==> config.mk <==
export PLATFORM = sky130hd
export DESIGN_NAME = mem_access_unit
export DESIGN_NICKNAME = d
export VERILOG_FILES = /design/src/rtl/mem_access_unit.sv
export SDC_FILE = /design/constraint.sdc
export NUM_CORES = 1
export LEC_CHECK = 0
export CORE_UTILIZATION = 40
export CTS_CLUSTER_SIZE = 16
export DETAILED_ROUTE_END_ITERATION = 8
export PLACE_DENSITY = 0.68
export SLEW_MARGIN = 20
export SYNTH_ARGS = -nofsm -noshare
export SYNTH_HDL_FRONTEND = slang
export SYNTH_SLANG_ARGS = --single-unit
==> constraint.sdc <==
create_clock -name clk_i -period 4.14 [get_ports clk_i]
set_clock_uncertainty 0.15 [all_clocks]
set_input_delay 0.414 -clock clk_i [delete_from_list [all_inputs] [get_ports clk_i]]
set_output_delay 0.414 -clock clk_i [all_outputs]
set_load 0.01 [all_outputs]
==> src/rtl/mem_access_unit.sv <==
// mem_access_unit: memory-access stage between execute and writeback.
// Handles loads, stores and pass-through operations. Sub-word lanes are
// big-endian, and misaligned accesses trap without starting a bus cycle.
// Optional feature macro: MEM_TIMEOUT_EN adds a bus watchdog that aborts
// the cycle after TIMEOUT BUS cycles and reports cause 11.
module mem_access_unit #(
  parameter int unsigned DW      = 32,
  parameter int unsigned AW      = 32,
  parameter int unsigned TIMEOUT = 255
) (
  input  logic              clk_i,
  input  logic              rst_i,
  input  logic              valid_i,
  input  logic              load_i,
  input  logic              store_i,
  input  logic [1:0]        size_i,
  input  logic              signed_i,
  input  logic [AW-1:0]     adr_i,
  input  logic [DW-1:0]     data_i,
  input  logic [3:0]        rd_i,
  input  logic              wr_i,
  input  logic              stall_i,
  output logic              stall_o,
  output logic              valid_o,
  output logic [DW-1:0]     result_o,
  output logic              reg_write_o,
  output logic [3:0]        reg_write_addr_o,
  output logic              exc_o,
  output logic [1:0]        exc_cause_o,
  output logic              bus_cyc,
  output logic              bus_stb,
  output logic              bus_we,
  output logic [AW-1:0]     bus_adr,
  output logic [DW/8-1:0]   bus_sel,
  output logic [DW-1:0]     bus_out,
  input  logic [DW-1:0]     bus_in,
  input  logic              bus_ack,
  input  logic              bus_err
);

  localparam int unsigned NB = DW / 8;
  localparam int unsigned OW = $clog2(NB);
  localparam int unsigned BW = $clog2(NB) + 1;

  typedef enum logic [1:0] {S_IDLE, S_BUS, S_HOLD} state_t;

  // Access size in bytes for a size_i encoding.
  function automatic logic [BW-1:0] size_bytes(input logic [1:0] sz);
    case (sz)
      2'b01:   return BW'(2);
      2'b10:   return BW'(1);
      2'b11:   return BW'(4);
      default: return BW'(NB);
    endcase
  endfunction

  // Big-endian lane enables: byte offset k maps to lane NB-1-k.
  function automatic logic [NB-1:0] lane_sel(input logic [OW-1:0] off,
                                             input logic [BW-1:0] nb);
    logic [NB-1:0] s;
    int hi;
    int lo;
    s  = '0;
    hi = int'(NB) - 1 - int'(off);
    lo = hi - int'(nb) + 1;
    for (int i = 0; i < int'(NB); i++) begin
      if (i >= lo && i <= hi) s[i] = 1'b1;
    end
    return s;
  endfunction

  // Store data replicated across every lane group of the access size.
  function automatic logic [DW-1:0] replicate(input logic [DW-1:0] d,
                                              input logic [BW-1:0] nb);
    logic [DW-1:0] r;
    int m;
    m = int'(nb) - 1;
    for (int i = 0; i < int'(NB); i++) begin
      r[8*i +: 8] = d[8*(i & m) +: 8];
    end
    return r;
  endfunction

  // Right-justify the addressed lanes and sign- or zero-extend.
  function automatic logic [DW-1:0] extract(input logic [DW-1:0] d,
                                            input logic [OW-1:0] off,
                                            input logic [BW-1:0] nb,
                                            input logic          sx);
    logic [DW-1:0] sh;
    logic [DW-1:0] r;
    logic          sb;
    int n;
    n  = int'(nb);
    sh = d >> (8 * (int'(NB) - n - int'(off)));
    sb = sx & sh[8*n-1];
    for (int i = 0; i < int'(NB); i++) begin
      r[8*i +: 8] = (i < n) ? sh[8*i +: 8] : {8{sb}};
    end
    return r;
  endfunction

  state_t          state_q, state_d;
  logic            valid_q, valid_d;
  logic [DW-1:0]   result_q, result_d;
  logic            rw_q, rw_d;
  logic [3:0]      rwa_q, rwa_d;
  logic            exc_q, exc_d;
  logic [1:0]      cause_q, cause_d;
  logic            cyc_q, cyc_d;
  logic            we_q, we_d;
  logic [AW-1:0]   badr_q, badr_d;
  logic [NB-1:0]   sel_q, sel_d;
  logic [DW-1:0]   bout_q, bout_d;
  logic            ld_q, ld_d;
  logic            sx_q, sx_d;
  logic [OW-1:0]   off_q, off_d;
  logic [BW-1:0]   nb_q, nb_d;
  logic            wr_q, wr_d;
  logic [3:0]      rd_q, rd_d;
  logic [DW-1:0]   h_result_q, h_result_d;
  logic            h_exc_q, h_exc_d;
  logic [1:0]      h_cause_q, h_cause_d;
  logic            h_wr_q, h_wr_d;

  // Completion of the current bus cycle, before deciding present vs. hold.
  logic            fin;
  logic [DW-1:0]   r_res;
  logic            r_exc;
  logic [1:0]      r_cause;
  logic            r_wr;

  logic [OW-1:0]   in_off;
  logic [BW-1:0]   in_nb;
  logic            misaligned;

  assign in_off     = adr_i[OW-1:0];
  assign in_nb      = size_bytes(size_i);
  assign misaligned = (in_off & OW'(in_nb - BW'(1))) != '0;

`ifdef MEM_TIMEOUT_EN
  localparam int unsigned TW = (TIMEOUT > 255) ? 16 : 8;
  logic [TW-1:0]   cnt_q, cnt_d;
  logic [TW-1:0]   cnt_inc;
  assign cnt_inc = cnt_q + TW'(1);
`else
  logic unused_timeout;
  assign unused_timeout = ^TIMEOUT;
`endif

  // Next-state and next-output computation.
  always_comb begin
    state_d    = state_q;
    valid_d    = 1'b0;
    result_d   = result_q;
    rw_d       = rw_q;
    rwa_d      = rwa_q;
    exc_d      = exc_q;
    cause_d    = cause_q;
    cyc_d      = cyc_q;
    we_d       = we_q;
    badr_d     = badr_q;
    sel_d      = sel_q;
    bout_d     = bout_q;
    ld_d       = ld_q;
    sx_d       = sx_q;
    off_d      = off_q;
    nb_d       = nb_q;
    wr_d       = wr_q;
    rd_d       = rd_q;
    h_result_d = h_result_q;
    h_exc_d    = h_exc_q;
    h_cause_d  = h_cause_q;
    h_wr_d     = h_wr_q;
    fin        = 1'b0;
    r_res      = result_q;
    r_exc      = 1'b0;
    r_cause    = 2'b00;
    r_wr       = 1'b0;
`ifdef MEM_TIMEOUT_EN
    cnt_d      = cnt_q;
`endif

    case (state_q)
      S_IDLE: begin
        if (valid_i && !stall_i) begin
          if (!load_i && !store_i) begin
            valid_d  = 1'b1;
            result_d = DW'(adr_i);
            rw_d     = wr_i;
            rwa_d    = rd_i;
            exc_d    = 1'b0;
            cause_d  = 2'b00;
          end else if (misaligned) begin
            valid_d  = 1'b1;
            rw_d     = 1'b0;
            rwa_d    = rd_i;
            exc_d    = 1'b1;
            cause_d  = 2'b01;
          end else begin
            state_d  = S_BUS;
            cyc_d    = 1'b1;
            we_d     = store_i;
            badr_d   = adr_i;
            sel_d    = lane_sel(in_off, in_nb);
            bout_d   = replicate(data_i, in_nb);
            ld_d     = load_i;
            sx_d     = signed_i;
            off_d    = in_off;
            nb_d     = in_nb;
            wr_d     = wr_i & load_i & ~store_i;
            rd_d     = rd_i;
`ifdef MEM_TIMEOUT_EN
            cnt_d    = '0;
`endif
          end
        end
      end

      S_BUS: begin
`ifdef MEM_TIMEOUT_EN
        cnt_d = cnt_inc;
`endif
        if (bus_err) begin
          fin     = 1'b1;
          r_exc   = 1'b1;
          r_cause = 2'b10;
        end else if (bus_ack) begin
          fin     = 1'b1;
          r_wr    = wr_q;
          r_res   = ld_q ? extract(bus_in, off_q, nb_q, sx_q) : result_q;
        end
`ifdef MEM_TIMEOUT_EN
        else if (cnt_inc == TW'(TIMEOUT)) begin
          fin     = 1'b1;
          r_exc   = 1'b1;
          r_cause = 2'b11;
        end
`endif
        if (fin) begin
          cyc_d = 1'b0;
          if (!stall_i) begin
            state_d  = S_IDLE;
            valid_d  = 1'b1;
            result_d = r_res;
            rw_d     = r_wr;
            rwa_d    = rd_q;
            exc_d    = r_exc;
            cause_d  = r_cause;
          end else begin
            state_d    = S_HOLD;
            h_result_d = r_res;
            h_exc_d    = r_exc;
            h_cause_d  = r_cause;
            h_wr_d     = r_wr;
          end
        end
      end

      S_HOLD: begin
        if (!stall_i) begin
          state_d  = S_IDLE;
          valid_d  = 1'b1;
          result_d = h_result_q;
          rw_d     = h_wr_q;
          rwa_d    = rd_q;
          exc_d    = h_exc_q;
          cause_d  = h_cause_q;
        end
      end

      default: state_d = S_IDLE;
    endcase
  end

  // State and output registers; reset abandons any bus cycle in flight.
  always_ff @(posedge clk_i) begin
    if (rst_i) begin
      state_q    <= S_IDLE;
      valid_q    <= 1'b0;
      result_q   <= '0;
      rw_q       <= 1'b0;
      rwa_q      <= '0;
      exc_q      <= 1'b0;
      cause_q    <= '0;
      cyc_q      <= 1'b0;
      we_q       <= 1'b0;
      badr_q     <= '0;
      sel_q      <= '0;
      bout_q     <= '0;
      ld_q       <= 1'b0;
      sx_q       <= 1'b0;
      off_q      <= '0;
      nb_q       <= '0;
      wr_q       <= 1'b0;
      rd_q       <= '0;
      h_result_q <= '0;
      h_exc_q    <= 1'b0;
      h_cause_q  <= '0;
      h_wr_q     <= 1'b0;
`ifdef MEM_TIMEOUT_EN
      cnt_q      <= '0;
`endif
    end else begin
      state_q    <= state_d;
      valid_q    <= valid_d;
      result_q   <= result_d;
      rw_q       <= rw_d;
      rwa_q      <= rwa_d;
      exc_q      <= exc_d;
      cause_q    <= cause_d;
      cyc_q      <= cyc_d;
      we_q       <= we_d;
      badr_q     <= badr_d;
      sel_q      <= sel_d;
      bout_q     <= bout_d;
      ld_q       <= ld_d;
      sx_q       <= sx_d;
      off_q      <= off_d;
      nb_q       <= nb_d;
      wr_q       <= wr_d;
      rd_q       <= rd_d;
      h_result_q <= h_result_d;
      h_exc_q    <= h_exc_d;
      h_cause_q  <= h_cause_d;
      h_wr_q     <= h_wr_d;
`ifdef MEM_TIMEOUT_EN
      cnt_q      <= cnt_d;
`endif
    end
  end

  assign stall_o          = (state_q != S_IDLE) | stall_i;
  assign valid_o          = valid_q;
  assign result_o         = result_q;
  assign reg_write_o      = rw_q;
  assign reg_write_addr_o = rwa_q;
  assign exc_o            = exc_q;
  assign exc_cause_o      = cause_q;
  assign bus_cyc          = cyc_q;
  assign bus_stb          = cyc_q;
  assign bus_we           = we_q;
  assign bus_adr          = badr_q;
  assign bus_sel          = sel_q;
  assign bus_out          = bout_q;

endmodule
Yosys cells after proc, flatten, opt, wreduce, memory -nomap -nowiden --
Cells that the tools add are included.
Word-level totals: bits in registers 161, bits of input ports 112, output and inout port bits 113
Operators by class: $add $sub $neg 8, order comparisons 13, equality and inequality tests 12, shift-type cells 4, multiplexer cells 73, bitwise logic cells 8, reduce and logical (&&, ||, !) cells 21
Operator list (count):
- 32-bit 2-to-1 mux | 8
- 32-bit one-hot mux with 3 select lines | 1
- 32-bit by 6-bit indexed part select with 8-bit output | 2
- 1-bit 2-to-1 mux | 33
- 8-bit 2-to-1 mux | 4
- 32-bit by 5-bit indexed part select with 8-bit output | 1
- 32-bit by 32-bit >> shifter with 32-bit output | 1
- 2-bit 2-to-1 mux | 13
- 4-bit 2-to-1 mux | 5
- 2-bit inequality test, second input constant | 7
- 3-bit by 6-bit greater-or-equal comparator with 1-bit output, first input constant | 2
- 2-bit one-hot mux with 3 select lines | 2
- 4-bit one-hot mux with 3 select lines | 1
- 6-bit AND reduction | 2
- 5-bit AND reduction | 2
- 1-bit one-hot mux with 3 select lines | 3
- 4-bit AND reduction | 2
- 7-bit < comparator, second input constant | 1
- 6-bit by 1-bit subtractor with 7-bit output, second input constant | 1
- 5-bit by 2-bit adder with 6-bit output, second input constant | 1
- 1-bit by 6-bit greater-or-equal comparator with 1-bit output, first input constant | 1
- 2-bit by 6-bit greater-or-equal comparator with 1-bit output, first input constant | 1
- 3-bit less-or-equal comparator, first input constant | 2
- 1-bit logical AND | 6
- other kinds (24) | 37

Depth between registers and ports, before layout --
depth in word-level cells 14, gate-level depth with buffers 15, depth with buffers taken out 12

Worst setup path before layout --
No wires, ideal clock.
path kind register -> register, start point register nb_q[1], end point register h_result_q[14], data arrival time 3.347 ns, slack 0.563 ns, stages on the path, launching flop included 13, buffers on the path 2, clock period less this slack 3.577 ns, cells stage by stage dfxtp_1 -> clkbuf_1 -> inv_1 -> ha_1 -> inv_1 -> fa_1 -> buf_2 -> mux2i_1 -> a211o_1 -> o311a_1 -> or3_4 -> and2_4 -> a211oi_2
Between the ends: cells in the longest elaborated chain, start to end 11, elaborated cells between the ends (all ways) 13, classes of those cells add/sub (3); order compare (1); shift (1); mux (7); bitwise (1)
Ends and longest elaborated chain:
- start: declaration | RTL line 117 | logic [BW-1:0] nb_q, nb_d;
- start signal: assignment | RTL line 319 | nb_q <= nb_d;
- 3-bit by 3-bit subtractor with 4-bit output | RTL line 94 | sh = d >> (8 * (int'(NB) - n - int'(off)));
- 4-bit by 3-bit subtractor with 5-bit output | RTL line 94
- 32-bit by 32-bit >> shifter with 32-bit output | RTL line 94
- 1-bit binary-select mux with 5-bit select | RTL line 95 | sb = sx & sh[8*n-1];
- 1-bit 2-to-1 mux (implied by the code) (2 in a row) | RTL line 95
- 1-bit bitwise AND | RTL line 95
- 8-bit 2-to-1 mux * | RTL line 97 | r[8*i +: 8] = (i < n) ? sh[8*i +: 8] : {8{sb}};
- 32-bit 2-to-1 mux * | RTL line 230 | r_res = ld_q ? extract(bus_in, off_q, nb_q, sx_q) : result_q;
- 32-bit 2-to-1 mux * | RTL line 227 | end else if (bus_ack) begin
- 32-bit 2-to-1 mux * | RTL line 223 | if (bus_err) begin
- end signal: assignment | RTL line 322 | h_result_q <= h_result_d;
- end: declaration | RTL line 120 | logic [DW-1:0] h_result_q, h_result_d;
Every way passes the cells marked *; elsewhere a longest branch is shown, timed or not. The select of a mux whose other input is x is not followed. A chain may end at the register's enable or synchronous reset.

Worst setup path in the final report --
start point register nb_q[0], end point register h_result_q[14]
Same word-level chain as after synthesis.

==> run metrics <==
status=finished clean; dpl cell area=10800 µm²; HPWL Detailed=19.4 mm; Die Area=21300 µm²; Worst Setup SP=nb_q[0]; Pwr Density=363 nW/µm²; I/O pin count=225; # fillers=1917; Peak supply drop=291 µV; Post-Synth Adder-Cell Area=2.20%; CTS H-tree lvls=4; Slew @ Worst Pin=approximately 1 ns; CP required=4.34 ns; fin nets=1371; R2R cell count=11; Area growth syn-to-layout=36.8%; IO buf count=224; post-route antenna net violation count=0; number of global-route vias before repair=8066; kind of end point of the critical path=flop; clock sinks=157; Worst path depth=11; Post-CTS Resized=0; GRT Overall Usage=between 20 and 30%; TritonCTS Buffers=17; RSZ-0062 raised after global routing=no; Core ar.=20300 µm²; largest family of logic cells by synthesized area=compound AO/OA/AOI/OAI gates; cell family with the largest share of critical-path delay=adder cells; Clk Latency, worst-skew pair=0.43 ns; Clock transition at path regs=0.07 ns; Buf/Inv on CP=2; critical path endpoint=h_result_q[14]; Synth Warn #=0; Final min period=3.89 ns; final hold vios=0; Worst Hold Class=reg -> reg; Synth Area in XOR/XNOR=0.739%; Max Clk Rate=257 MHz; Compound-Gate Fraction of Synth Area=roughly a quarter; effective utilization at floorplan=40.9%; asr flop ratio synth=0%; Synth Area in Simple Gates=21.7%; R2R Path End=h_result_q[14]; RD Place Congestion=0.874; Crit Path Category=reg -> reg; largest net degree at the start of global routing=85; CP max-delay cell=fa_1; Post-synth EDFFs=0; critical path fanouts, max=12; first-pass GRT wire length=43.5 mm; CTS tree=yes; fin cells=1527; DR vias/cell=~5.6; crit path DAT=between 4 and 5 ns; placed cells=1496; fin crit share=94.1%; mapped cell area=8300 µm²; Mapped Avg Cell Area=slightly below 8 µm²; Distinct cells, synth=roughly 60; sequential area share after synthesis=37.9%; root buf cell=clkbuf_16; Cells after Synth=1065; diode count=0; wire per inst=18.2 µm; setup_tns=0 ns; Max-Cap Viols=0; final instance area=11400 µm²; Remaining DRCs=0; syn_nets=between 1000 and 1500; hold buffers post-CTS=0; grt total ovfl=0; initial antenna violation count=0; slew margin rel.=around a third; post-CTS setup buffers=0; First-pass DRT Iterations=5; Die Width=approximately 150 µm; most frequent CP cell=inv_1; initial DRC count=550; max-slew violation count=0; maximum clock path buffer count=2; r2r setup slk=roughly 0.25 ns; cell chain of the critical path=inv_1, ha_1, inv_1, fa_1, mux2i_1, a32o_1, a211o_1, o311a_1, or3_4, and2_4, a211oi_2; row cnt=52; multiplexer share of the synthesized area=6.57%; CP Launch Type=flop; worst flop-to-flop path startpoint=nb_q[0]; share of cells above drive strength 1=7.48%; Die H=146 µm; Setup Viol. Count Final=0; Leak=4.05 nW; wirelength, routed=27.8 mm; ys flop type=dfxtp_1; via count=8540; max incr delay on CP=0.80 ns; FF+latch count, synth=approximately 160
-- power by group --
group / internal, mW / switching (mW) / total, mW
logic: 0.389 / 0.448 / 0.837
clock network: 0.967 / 0.671 / 1.64
registers: 1.59 / 0.0528 / 1.64
total: 2.95 / 1.17 / 4.12
-- cells by family after synthesis --
logic type / count (synthesis)
fa+ha+maj: 14
compound gates: 336
simple gates: 390
mux: 53
buf+inv: 108
xor+xnor: 7
flops: 157
-- placed cells by master, fill, tap and decap left out, drive strengths merged, types with 8 or more instances in the layout --
cell type and count:
a21oi 129, nand3b 9, nand3 32, dfxtp 157
clkbuf 19, inv 21, a211oi 72, nand2b 20
and2 8, clkdlybuf4s50 223, nand2 157, nor3 26
o21ai 43, ha 13, o31ai 9, o22ai 29
nor2 94, mux2 12, mux2i 41, nor2b 21
o221ai 9, buf 28
-- state kept, by name (all words and copies together) (netlist names), 3 cells and up --
signal and cells:
bus_sel 4, reg_write_addr_o 4, result_o 32, bus_out 32
h_result_q 32, nb_q 3, bus_adr 32, rd_q 4
-- worst min path at each step --
stage | from | to | slack, ns | cells after the start
3_3_place_gp | rd_q[3] | rd_q[3] | 0.29 | 2
4_1_cts | bus_adr[3] | bus_adr[3] | 0.30 | 2
3_5_place_dp | bus_adr[3] | bus_adr[3] | 0.30 | 2
6_report | bus_adr[18] | bus_adr[18] | 0.30 | 2
2_1_floorplan | wr_q | wr_q | 0.28 | 2
5_1_grt | bus_adr[13] | bus_adr[13] | 0.32 | 2
-- through the flow --
step           power (mW)  hold slack, ns  util [%]  setup WS, ns
5_1_grt              4.28           0.320      55.9        0.0160
3_3_place_gp         2.50           0.290      53.0         0.366
4_1_cts              4.14           0.304      55.9         0.267
6_report             4.12           0.303      55.9         0.246
3_5_place_dp         2.51           0.296      53.0         0.264
2_1_floorplan        2.13           0.278         -         0.563
-- layer usage --
| metal | vias up | GRT usage [%] | wire length [µm] |
|---|---|---|---|
| met5 | - | 0 | 0 |
| met4 | 0 | 9.95 | 686 |
| met2 | 322 | 40.2 | 12500 |
| li1 | 4178 | - | - |
| met3 | 48 | 6.34 | 2200 |
| met1 | 3992 | 34.2 | 12400 |
-- synth_stat cells, drive strengths merged, types with 9 or more instances --
cell,count,area share [%]
nand3b,9,0.81
mux2i,41,4.9
nand2,157,7.1
o21ai,43,2.6
ha,13,2.0
nor2b,21,1.6
nor2,94,4.3
nand2b,20,1.5
a211oi,72,6.9
o221ai,9,0.95
inv,18,0.81
o31ai,9,0.81
o22ai,29,2.2
nor3,26,1.7
clkbuf,77,3.5
nand3,32,1.9
mux2,12,1.6
a21oi,129,7.8
buf,13,0.71
dfxtp,157,38
-- tightest hold or removal path, cell delays in order, from the launching register on --
cell	delay, ns
dfxtp_1	0.31
nand2_1	0.05
a21oi_1	0.05
-- cell type report --
class / count / area (µm²) / share of cell area [%]
well taps: 270 / 338 / 2.97
clock buffers: 19 / 443 / 3.90
inverters: 18 / 67.6 / 0.595
flip-flops and latches: 157 / 3140 / 27.7
repair buffers: 251 / 2440 / 21.5
clock inverters: 12 / 163 / 1.43
multi-input cells: 800 / 4760 / 41.9
Power figures use the tool's default switching activity.
